--- src/rtl/coin_entry.sv ---
`default_nettype none
// ============================================================================
// Module      : coin_entry
// Description : Deposit-key input conditioning for the coin accumulator.
//               Synchronizes KEY/SW, debounces the key and emits one
//               single-cycle event per clean press: a decoded coin value,
//               a coding error, or a drop while the accumulator is full.
//               Optional macro COIN_ENTRY_DEBOUNCE_EN enables the
//               DEBOUNCE_CYCLES stability counter; without it the debounce
//               states pass through in one cycle (fast simulation build).
// Revision    : 1.0 - initial release
// ============================================================================
module coin_entry #(
  parameter int DEBOUNCE_CYCLES = 500000
) (
  input  logic       MAX10_CLK1_50,
  input  logic       reset,
  input  logic       key_n,
  input  logic [3:0] sw,
  input  logic       hold,
  output logic       coin_valid,
  output logic [6:0] coin_value,
  output logic       coin_err,
  output logic       coin_drop,
  output logic [7:0] coin_count,
  output logic       busy
);

  typedef enum logic [1:0] {
    RELEASED   = 2'd0,
    PRESS_DB   = 2'd1,
    PRESSED    = 2'd2,
    RELEASE_DB = 2'd3
  } db_state_t;

  db_state_t   r_state;
  db_state_t   w_state_next;
  logic        r_key_s1;
  logic        r_key_s2;
  logic [3:0]  r_sw_s1;
  logic [3:0]  r_sw_s2;
  logic        w_at_limit;
  logic        w_fire;
  logic        w_legal;
  logic [6:0]  w_value;

  // Two-flop synchronizers; the key idles high (released) out of reset.
  always_ff @(posedge MAX10_CLK1_50 or posedge reset) begin
    if (reset) begin
      r_key_s1 <= 1'b1;
      r_key_s2 <= 1'b1;
      r_sw_s1  <= 4'b0000;
      r_sw_s2  <= 4'b0000;
    end else begin
      r_key_s1 <= key_n;
      r_key_s2 <= r_key_s1;
      r_sw_s1  <= sw;
      r_sw_s2  <= r_sw_s1;
    end
  end

`ifdef COIN_ENTRY_DEBOUNCE_EN
  localparam logic [19:0] c_DB_LIMIT = 20'(DEBOUNCE_CYCLES);

  logic [19:0] r_cnt;
  logic [19:0] w_cnt_next;

  assign w_at_limit = (r_cnt == c_DB_LIMIT);

  // Stability counter: starts at 1 on entry to a debounce state, restarts on
  // any bounce and is cleared once the window completes, so it never passes
  // the limit.
  always_comb begin
    w_cnt_next = 20'd0;
    case (r_state)
      RELEASED:   w_cnt_next = r_key_s2 ? 20'd0 : 20'd1;
      PRESS_DB:   w_cnt_next = (r_key_s2 || w_at_limit) ? 20'd0 : r_cnt + 20'd1;
      PRESSED:    w_cnt_next = r_key_s2 ? 20'd1 : 20'd0;
      RELEASE_DB: w_cnt_next = (!r_key_s2 || w_at_limit) ? 20'd0 : r_cnt + 20'd1;
      default:    w_cnt_next = 20'd0;
    endcase
  end

  // Stability counter register.
  always_ff @(posedge MAX10_CLK1_50 or posedge reset) begin
    if (reset) begin
      r_cnt <= 20'd0;
    end else begin
      r_cnt <= w_cnt_next;
    end
  end
`else
  // Fast build: every debounce window is a single cycle. The parameter is
  // kept so both builds share one instantiation.
  logic w_unused_cfg;

  assign w_at_limit   = 1'b1;
  assign w_unused_cfg = ^DEBOUNCE_CYCLES;
`endif

  // Debounce state register.
  always_ff @(posedge MAX10_CLK1_50 or posedge reset) begin
    if (reset) begin
      r_state <= RELEASED;
    end else begin
      r_state <= w_state_next;
    end
  end

  // Debounce next-state; the press decision fires only on PRESS_DB->PRESSED.
  always_comb begin
    w_state_next = r_state;
    w_fire       = 1'b0;
    case (r_state)
      RELEASED: begin
        if (!r_key_s2) w_state_next = PRESS_DB;
      end
      PRESS_DB: begin
        if (r_key_s2) begin
          w_state_next = RELEASED;
        end else if (w_at_limit) begin
          w_state_next = PRESSED;
          w_fire       = 1'b1;
        end
      end
      PRESSED: begin
        if (r_key_s2) w_state_next = RELEASE_DB;
      end
      RELEASE_DB: begin
        if (!r_key_s2) begin
          w_state_next = PRESSED;
        end else if (w_at_limit) begin
          w_state_next = RELEASED;
        end
      end
      default: w_state_next = RELEASED;
    endcase
  end

  // One-hot (or all-zero) switch decode into cents.
  always_comb begin
    w_legal = 1'b1;
    w_value = 7'd0;
    case (r_sw_s2)
      4'b0000: w_value = 7'd0;
      4'b0001: w_value = 7'd1;
      4'b0010: w_value = 7'd5;
      4'b0100: w_value = 7'd10;
      4'b1000: w_value = 7'd25;
      default: w_legal = 1'b0;
    endcase
  end

  // Registered event pulses and saturating count of non-zero coins; a full
  // accumulator takes priority over decoding.
  always_ff @(posedge MAX10_CLK1_50 or posedge reset) begin
    if (reset) begin
      coin_valid <= 1'b0;
      coin_value <= 7'd0;
      coin_err   <= 1'b0;
      coin_drop  <= 1'b0;
      coin_count <= 8'd0;
    end else begin
      coin_valid <= 1'b0;
      coin_value <= 7'd0;
      coin_err   <= 1'b0;
      coin_drop  <= 1'b0;
      if (w_fire) begin
        if (hold) begin
          coin_drop <= 1'b1;
        end else if (w_legal) begin
          coin_valid <= 1'b1;
          coin_value <= w_value;
          if ((w_value != 7'd0) && (coin_count != 8'hFF)) begin
            coin_count <= coin_count + 8'd1;
          end
        end else begin
          coin_err <= 1'b1;
        end
      end
    end
  end

  assign busy = (r_state != RELEASED);

endmodule
`default_nettype wire
--- config.mk ---
export PLATFORM = sky130hd
export DESIGN_NAME = coin_entry
export DESIGN_NICKNAME = d
export VERILOG_FILES = /design/src/rtl/coin_entry.sv
export SDC_FILE = /design/constraint.sdc
export NUM_CORES = 1
export LEC_CHECK = 0
export BUFFER_PORTS_ARGS = -buffer_cell sky130_fd_sc_hd__buf_2
export CAP_MARGIN = 25
export CORE_AREA = 2 2 62 47
export DETAILED_ROUTE_END_ITERATION = 8
export DIE_AREA = 0 0 64 49
export MAX_ROUTING_LAYER = met4
export PLACE_DENSITY = 0.77
export SLEW_MARGIN = 25
export SYNTH_ARGS = -nofsm -noshare
export SYNTH_HDL_FRONTEND = slang
export SYNTH_SLANG_ARGS = --single-unit
--- constraint.sdc ---
create_clock -name MAX10_CLK1_50 -period 1.7 [get_ports MAX10_CLK1_50]
set_input_delay 0.085 -clock MAX10_CLK1_50 [delete_from_list [all_inputs] [get_ports MAX10_CLK1_50]]
set_output_delay 0.085 -clock MAX10_CLK1_50 [all_outputs]
set_load 0.02 [all_outputs]
==> results of run 1 <==
-- routing by layer --
layer | up-vias | GRT usage [%] | routed length, um
met3 | 0 | 5.08 | 99
met1 | 354 | 15.9 | 817
met4 | 0 | 5.43 | 0
li1 | 351 | - | -
met2 | 23 | 21.0 | 871
met5 | - | - | 0
-- timing repair --
| item | CTS | global route |
|---|---|---|
| pin swaps | 4 | 0 |
| setup buffers | 2 | 1 |
| resized for setup | 1 | 3 |
| hold endpoints to repair | 31 | 0 |
| endpoints found under the setup margin | 3 | 6 |
| hold buffers | 6 | 0 |
-- synthesized netlist by cell type --
library cell / number
xnor2_1: 1
nor2_1: 7
a21oi_4: 1
o21ai_0: 2
dfstp_2: 2
nor4b_1: 2
and4_1: 1
clkbuf_1: 3
nor3_2: 2
mux2_2: 1
nand2_1: 4
or2_2: 1
or4b_4: 1
ha_1: 1
and4bb_2: 1
xor2_1: 9
inv_1: 2
nor2b_1: 1
nor3_1: 1
nand3_1: 3
conb_1: 1
dfrtp_1: 26
and2b_1: 1
a211o_1: 3
a21boi_0: 1
nand3_4: 1
nand4_1: 1
buf_4: 2
or3_1: 1
nor3b_1: 2
-- per-stage QoR --
stage                     setup WS (ps)  hold WS, ps  power [mW]
after global placement             58.0          157       0.970
after CTS                         -5.14         46.2        1.42
after global routing              -73.8         26.4        1.50
after floorplan                    61.6         89.5       0.907
final                              18.2         53.7        1.42
after detailed placement          -17.4          162       0.980
-- path summary, 6_finish.rpt --
check                                           from                         to  slack [ps]  cells past startpoint
worst max-delay path                       flip-flop  coin_count[5]$_DFFE_PP0P_          20                      5
worst min-delay path                            hold       coin_valid$_DFF_PP0_          50                      3
worst max register to register             flip-flop  coin_count[5]$_DFFE_PP0P_          20                      5
worst min register to register  r_sw_s1[0]$_DFF_PP0_       r_sw_s2[0]$_DFF_PP0_         370                      0
max in group asynchronous                      reset         r_key_s1$_DFF_PP1_        1060                      4
min in group asynchronous                      reset       r_sw_s1[0]$_DFF_PP0_         340                      4
-- final cells by class --
class	instances	area [sq um]	share of cell area, %
clock buffers	3	22.5	1.59
clock inverters	1	30.0	2.12
inverters	2	7.51	0.530
multi-input cells	51	389	27.4
flip-flops and latches	28	706	49.8
well taps	36	45.0	3.18
repair buffers	35	218	15.4
-- critical path: stages, from the launching register on --
cell     delay, ps
dfrtp_1        400
or4b_4         540
a21oi_4        160
nand3_4        130
nor3_2         220
xor2_1         160
-- cell usage in the layout, fill, tap and decap left out, drive strengths merged, types with 3 or more instances in the layout --
cell type	count
buf	29
dfrtp	26
xor2	9
nor2	7
dlygate4sd3	6
nand2	4
nand3	4
a211o	3
clkbuf	3
nor3	3
-- cells by family (layout without fill, tap and decap cells) --
| family | after synthesis | in the layout | share of synthesized area (%) |
|---|---|---|---|
| flip-flops | 28 | 28 | 63.3 |
| AND/OR/NAND/NOR | 30 | 30 | 17.9 |
| other | 1 | 2 | 0.338 |
| adder cells (fa/ha/maj) | 1 | 1 | 1.13 |
| XOR/XNOR | 10 | 10 | 7.88 |
| multiplexers | 1 | 1 | 1.01 |
| buffers and inverters | 7 | 41 | 3.04 |
| AO/OA/AOI/OAI | 7 | 7 | 5.41 |
-- state kept, by name, summed over array words and instances (netlist names), named ones only --
signal	flops
coin_drop	1
r_state	1
coin_err	1
coin_count	8
r_key_s2	1
coin_value	5
r_sw_s1	4
r_sw_s2	4
r_key_s1	1
coin_valid	1
-- power breakdown --
group          switching, mW  total [mW]  internal (mW)
Combinational          0.115       0.232          0.117
Clock                  0.183       0.421          0.238
Sequential            0.0476       0.767          0.719
Total                  0.346        1.42           1.07
==> out/qor.yml, run 1 <==
power:
  vdd_drop_max_v: 0.000534
  power.leakage_nw: 0.719
  p_per_area_nw_per_um2: 1000
sta:
  min_period_ps: 1680
  rsz0062_at_grt: "true"
  max_freq_mhz: 595
  final_max_slew_viol_count: 0
  clock_skew_ps: 1.28
  finalCritPeriodShare_pct: 98.9
  fin_setup_tns_ps: 0
  hold_viol: 0
  setup_violations: 0
synth:
  synth_top_cell_by_area: "dfrtp_1"
  yosysTopAreaCellShare_pct: 58.6
  synth_cells: 85
  ys_warn_count: 0
  netlist_area_sq_um: 1110
  seq_area_frac_synth_pct: 63.3
  synth_area_leaders: "dfrtp_1, xor2_1, dfstp_2, nor2_1, a211o_1"
  synth.avg_cell_area_sq_um: 13.1
  synth.distinct_cells: 30
  ys_ff_latch: 28
clock_network:
  cts_buffers: 3
  cts-htree-levels: 1
  clk_path_buf_depth: 2
  clk_pin_slew_ps: 140
  clk_latency_ps: 320
  cts_tree: "yes"
  cts.sinks: 28
  cts_root_buf: "clkbuf_4"
floorplan:
  fp.dieW_um: 64
  initial_core_util_pct: 43.0
  coreArea_sq_um: 2580
  io_pins: 27
  die_area_sq_um: 3140
  rows: 16
  die_h_um: 49
finish:
  n_fill_cell: 228
  layout-drive-gt1-share_pct: 39.2
  layout.nets: 130
  fin_area_sq_um: 1420
  antenna_cells: 0
  final_util_pct: 54.9
  areaGrowthSynthToFinish_pct: 27.6
  instances_no_fill: 156
routing:
  vias: 728
  wl_mm: 1.79
  ant_nets: 0
  viasPerCell: 4.67
  firstDrtPassIters: 4
  wire_per_inst_um: 11.5
  drt_iter0_markers: 28
  drc_errors: 0
place:
  place_area_sq_um: 1270
  place_inst: 143
  portBuffers: 24
  place_hpwl_mm: 1.22
  gp_congestion: 0.801
critical_path:
  start_kind: "flip-flop"
  cp.arrival_ps: 1940
  critical_path_class: "reg2reg"
  cp_max_fo: 8
  required_ps: 1960
  end_kind: "flip-flop"
status:
  status: "completed"
job:
  max_cap_violations: 0
hold_path:
  hold_class: "in2reg"
grt:
  antenna_found_initial: 0
  grt_util_all_layers_pct: 13.5
  first_global_vias: 680
  grt_max_degree: 29
  grt_first_pass_wirelength_mm: 3.07
  grt-ovfl-total: 0
No activity file was read; power rests on OpenSTA's default activity.
==> run 2: changes to the inputs <==
BUFFER_PORTS_ARGS = -buffer_cell sky130_fd_sc_hd__buf_4   (was -buffer_cell sky130_fd_sc_hd__buf_2)
TNS_END_PERCENT = 50   (was not set)
==> out/qor.yml, run 2 (synthesized netlist as in run 1, its figures left out) <==
critical_path:
  worst-r2r-cell-count: 5  # unchanged
  cp_max_fo: 8  # unchanged
  cp-endpoint: "coin_count[5]$_DFFE_PP0P_"
  cp.arrival_ps: 1920  # -20 ps
  required_ps: 1950  # about the same
  rrSetupSlack_ps: 40  # +20 ps
  start_kind: "flip-flop"
  critical_path_class: "reg2reg"
  r2r-end: "coin_count[5]$_DFFE_PP0P_"
  end_kind: "flip-flop"
sta:
  final_max_slew_viol_count: 0  # unchanged
  min_period_ps: 1660  # -16.9 ps
  clock_skew_ps: 1.23  # -0.0578 ps
  hold_ws_ps: 84.6  # +31.0 ps
  finalCritPeriodShare_pct: 97.9  # -1.0 points
  setup_violations: 0  # unchanged
  fin_setup_tns_ps: 0  # unchanged
  rsz0062_at_grt: "true"
  hold_viol: 0  # unchanged
  max_freq_mhz: 601  # +1.0%
finish:
  layout-drive-gt1-share_pct: 39.2  # unchanged
  final_util_pct: 57.6  # +2.7 points
  layout.nets: 130  # unchanged
  final_cell_mix: "buf_4, dfrtp_1, xor2_1"
  largest_reg_flops: 8  # unchanged
  top_regs: "coin_count (8), coin_value (5)"
  multiInputGateArea_sq_um: 398  # +2.3%
  final_common_cell: "buf_4"
  final-seq-area_sq_um: 706  # unchanged
  antenna_cells: 0  # unchanged
  n_fill_cell: 216  # -5.3%
  fin_area_sq_um: 1490  # +4.9%
  largest_register: "coin_count"
  areaGrowthSynthToFinish_pct: 33.8
  instances_no_fill: 156  # unchanged
clock_network:
  clk_latency_ps: 310  # about the same
  cts-htree-levels: 1  # unchanged
  cts.sinks: 28  # unchanged
  cts_root_buf: "clkbuf_4"
  clk_path_buf_depth: 2  # unchanged
  clk_pin_slew_ps: 140  # about the same
  cts_tree: "yes"
  cts_buffers: 3  # unchanged
floorplan:
  die_area_sq_um: 3140  # unchanged
  io_pins: 27  # unchanged
  initial_core_util_pct: 43.0  # unchanged
  die_h_um: 49  # unchanged
  rows: 16  # unchanged
  coreArea_sq_um: 2580  # unchanged
  fp.dieW_um: 64  # unchanged
grt:
  gr-usage-met1_pct: 14.7  # -1.2 points
  grt_max_degree: 29  # unchanged
  grt_util_all_layers_pct: 12.7  # -0.76 points
  busiest_layer: "met2"
  use_met3_pct: 4.39  # -0.69 points
  grt_first_pass_wirelength_mm: 3.00  # -2.2%
  first_global_vias: 697  # +2.5%
  grt-ovfl-total: 0  # unchanged
  antenna_found_initial: 0  # unchanged
  grt_use_met2_pct: 21.4  # +0.35 points
power:
  power.leakage_nw: 0.750  # +4.2%
  vdd_drop_max_v: 0.000495  # -7.5%
  p_per_area_nw_per_um2: 961  # -4.0%
routing:
  wl_mm: 1.71  # -4.5%
  drc_errors: 0  # unchanged
  firstDrtPassIters: 2  # -2
  wire_per_inst_um: 10.9  # -4.5%
  viasPerCell: 4.57  # -2.1%
  drt_iter0_markers: 33  # +18%
  vias: 713  # -2.1%
  ant_nets: 0  # unchanged
place:
  place_hpwl_mm: 1.21  # -0.48%
  place_inst: 143  # unchanged
  place_area_sq_um: 1330  # +4.7%
  portBuffers: 24  # unchanged
  gp_congestion: 0.806  # +0.69%
status:
  status: "completed"
job:
  max_cap_violations: 0  # unchanged
hold_path:
  hold_class: "in2reg"
## run 2: metal layers
layer	part of all wire [%]	routed length, um
met5	0	0
met2	50	855
met4	1.2	20
met3	5.0	86
met1	44	745
## run 2: cell type report
cell class / instances / share of cell area (%)
Sequential cell: 28 / 47.5
Multi-Input combinational cell: 51 / 26.8
Timing Repair Buffer: 35 / 18.7
Tap cell: 36 / 3.03
Clock inverter: 1 / 2.02
Clock buffer: 3 / 1.52
Inverter: 2 / 0.505
## run 2: where the power goes
group	internal [mW]	switching, mW	total, mW	leakage (nW)
clock network	0.238	0.178	0.417	0.0279
logic	0.130	0.113	0.243	0.363
registers	0.719	0.0501	0.769	0.359
## run 2: critical path, cell delays in order (launching register included)
cell and delay, ps:
dfrtp_1 400, or4b_4 540, a21oi_4 180, nand3_4 150
nor3_2 190, xor2_1 150
## run 2: stage by stage
| stage | power (mW) | setup WS, ps |
|---|---|---|
| 2_1_floorplan | 0.907 | 61.6 |
| 3_3_place_gp | 0.992 | 58.3 |
| 3_5_place_dp | 1.00 | 0.638 |
| 4_1_cts | 1.44 | -18.4 |
| 5_1_grt | 1.51 | -82.4 |
| 6_report | 1.43 | 35.1 |
## run 2: worst min path at each step
| stage | start | depth (start not counted) | end |
|---|---|---|---|
| global route | hold | 2 | coin_drop$_DFF_PP0_ |
| CTS | hold | 2 | coin_drop$_DFF_PP0_ |
| detailed placement | reset | 3 | coin_count[0]$_DFFE_PP0P_ |
| finish | hold | 2 | coin_drop$_DFF_PP0_ |
| floorplan | key_n | 0 | r_key_s1$_DFF_PP1_ |
| global placement | reset | 3 | r_sw_s1[2]$_DFF_PP0_ |
## run 2: what timing repair did
| item | CTS | global route |
|---|---|---|
| endpoints found under the hold margin | 31 | 0 |
| endpoints found under the setup margin | 2 | 8 |
| pin swaps | 4 | 2 |
| hold buffers | 6 | 0 |
| gates resized for setup | 0 | 5 |
| setup buffers | 3 | 0 |
==> run 3: changes to the inputs <==
ABC_AREA = 1   (was not set)
CORE_AREA = 2 2 46 69   (was 2 2 62 47)
DIE_AREA = 0 0 48 71   (was 0 0 64 49)
==> out/qor.yml, run 3 <==
clock_network:
  cts-htree-levels: 1  # unchanged
  clk_pin_slew_ps: 80  # -60 ps
  cts_resized: 0  # unchanged
  clk_latency_ps: 260  # -50 ps
  clk_path_buf_depth: 2  # unchanged
  cts.sinks: 28  # unchanged
  cts_tree: "yes"
  cts_root_buf: "clkbuf_8"
  cts_buffers: 3  # unchanged
  post_cts_buffers: 0  # -3
finish:
  instances_no_fill: 202  # +29%
  areaGrowthSynthToFinish_pct: 25.6
  n_fill_cell: 257  # +19%
  layout.nets: 173  # +33%
  final_common_cell: "nand2_1"
  largest_register: "coin_count"
  largest_reg_flops: 8  # unchanged
  antenna_cells: 0  # unchanged
  final_cell_mix: "nand2_1, dfrtp_1, buf_4"
  top_regs: "coin_count (8), coin_value (5)"
  layout-drive-gt1-share_pct: 26.4  # -13 points
place:
  place_inst: 192  # +34%
  gp_congestion: 0.904  # +12%
  pre_cts_slack_ps: 338  # +337 ps
  portBuffers: 24  # unchanged
  place_hpwl_mm: 1.63  # +34%
synth:
  yosysMostFrequentCell: "nand2_1"
  synth_top_cell_by_area: "dfrtp_1"
  synth.avg_cell_area_sq_um: 9.59  # -27%
  ys_warn_count: 0  # unchanged
  synth_ff_type: "dfrtp_1"
  yosysTopAreaCellShare_pct: 52.2  # -6.3 points
  yosys-top-cells-count: "nand2_1, dfrtp_1, inv_1"
  synth_area_leaders: "dfrtp_1, nand2_1, dfstp_2, nand4_1, inv_1"
  synth_edf_count: 0  # unchanged
  synth_cells: 130  # +53%
  seq_area_frac_synth_pct: 56.4  # -6.9 points
  async_reset_ff_share_pct: 100  # unchanged
  synth.distinct_cells: 25  # -17%
  ys_ff_latch: 28  # unchanged
  netlist_area_sq_um: 1250  # +12%
routing:
  drt_iter0_markers: 35  # +6.1%
  ant_nets: 0  # unchanged
  firstDrtPassIters: 4  # +2
  vias: 963  # +35%
  wire_per_inst_um: 10.8  # -1.6%
  drc_errors: 0  # unchanged
  wl_mm: 2.18  # +27%
  viasPerCell: 4.77  # +4.3%
power:
  power.leakage_nw: 0.822  # +9.7%
  p_per_area_nw_per_um2: 894  # -7.0%
  vdd_drop_max_v: 0.000671  # +36%
  power_mw: 1.40  # -2.1%
critical_path:
  worstPathCellList: "ha_1 > nand2_1 > inv_1 > nand3b_4 > nand3_4 > nand2_1 > nand2_1"
  critical_path_class: "reg2reg"
  critPathBufInv: 1  # +1
  cp_slowest_cell: "dfrtp_1"
  worst-r2r-cell-count: 7  # +2
  path_delay_family: "simple AND/OR/NAND/NOR gates"
  crit_cells: 7  # +2
  max_stage_delay_ps: 430  # -110 ps
  start_kind: "flip-flop"
  cp_max_fo: 9  # +1
  cpMostUsedCell: "nand2_1"
  end_kind: "flip-flop"
  required_ps: 1900  # -50 ps
  cp.arrival_ps: 1600  # -320 ps
floorplan:
  rows: 24  # +8
  coreArea_sq_um: 2850  # +10%
  io_pins: 27  # unchanged
  die_area_sq_um: 3410  # +8.7%
  die_h_um: 71  # +45%
  fp.dieW_um: 48  # -25%
  initial_core_util_pct: 43.7  # +0.66 points
job:
  max_cap_violations: 0  # unchanged
grt:
  antenna_found_initial: 0  # unchanged
  grt_util_all_layers_pct: 14.3  # +1.6 points
  grt_first_pass_wirelength_mm: 3.48  # +16%
  grt-ovfl-total: 0  # unchanged
  first_global_vias: 896  # +29%
  grt_max_degree: 29  # unchanged
sta:
  layout_setup_ws_ps: 306  # +270 ps
  min_period_ps: 1390  # -270 ps
  final_max_slew_viol_count: 0  # unchanged
  max_freq_mhz: 717  # +19%
  fin_setup_tns_ps: 0  # unchanged
  clock_skew_ps: 5.97  # +4.74 ps
  hold_viol: 0  # unchanged
  setup_violations: 0  # unchanged
  finalCritPeriodShare_pct: 82.0  # -16 points
  rsz0062_at_grt: "false"
status:
  status: "completed"
hold_path:
  hold_class: "in2reg"
  min_path_cells: 3  # +1
run 3: per-stage QoR:
step | instance area [sq um] | hold slack, ps | util (%)
after global routing | 1570 | 73.8 | 54.9
after floorplan | 1250 | 89.5 | -
after global placement | 1460 | 162 | 51.2
after detailed placement | 1460 | 170 | 51.2
final | 1570 | 58.4 | 54.9
after CTS | 1570 | 52.6 | 54.9
run 3: timing repair:
action,CTS,global route
hold buffers,6,0
endpoints found under the hold margin,31,0
setup endpoints to repair,0,0
run 3: final timing paths:
| path | start | endpoint | slack (ps) |
|---|---|---|---|
| setup reg to reg | coin_count[1]$_DFFE_PP0P_ | coin_count[4]$_DFFE_PP0P_ | 310 |
| max in group asynchronous | reset | r_key_s1$_DFF_PP1_ | 970 |
| min in group asynchronous | reset | r_sw_s2[3]$_DFF_PP0_ | 430 |
| hold reg to reg | r_sw_s1[1]$_DFF_PP0_ | r_sw_s2[1]$_DFF_PP0_ | 350 |
| hold / removal | hold | coin_drop$_DFF_PP0_ | 60 |
| setup / recovery | coin_count[1]$_DFFE_PP0P_ | coin_count[4]$_DFFE_PP0P_ | 310 |
run 3: power breakdown:
part / switching (mW) / leakage, nW / internal (mW)
Combinational: 0.160 / 0.440 / 0.113
Clock: 0.179 / 0.0228 / 0.167
Sequential: 0.0545 / 0.360 / 0.726
run 3: worst register-to-register path: stages, from the launching register on:
cell and delay, ps:
dfrtp_1 430, ha_1 240, nand2_1 80, inv_1 130, nand3b_4 150, nand3_4 150
nand2_1 70, nand2_1 80
run 3: cell families (layout without fill, tap and decap cells):
logic type,Yosys count,in the layout,share of synthesized area [%]
compound gates,6,6,2.61
xor+xnor,2,2,1.41
fa+ha+maj,1,1,1.00
buf+inv,18,50,6.63
flops,28,28,56.4
other cells,1,2,0.301
simple gates,74,74,31.6
run 3: routing by layer:
metal	vias up	GRT usage, %	part of all wire, %
li1	473	-	-
met1	459	14.5	37
met2	25	24.7	57
met3	6	2.55	3.2
met4	0	6.91	2.1
met5	-	-	0
run 3: area by class of cell:
class                   instances  area, sq um  area share, %
clock buffers                   4         45.0           2.88
flip-flops and latches         28          703           44.9
inverters                      15         56.3           3.60
multi-input cells              85          464           29.7
well taps                      39         48.8           3.12
repair buffers                 31          248           15.8
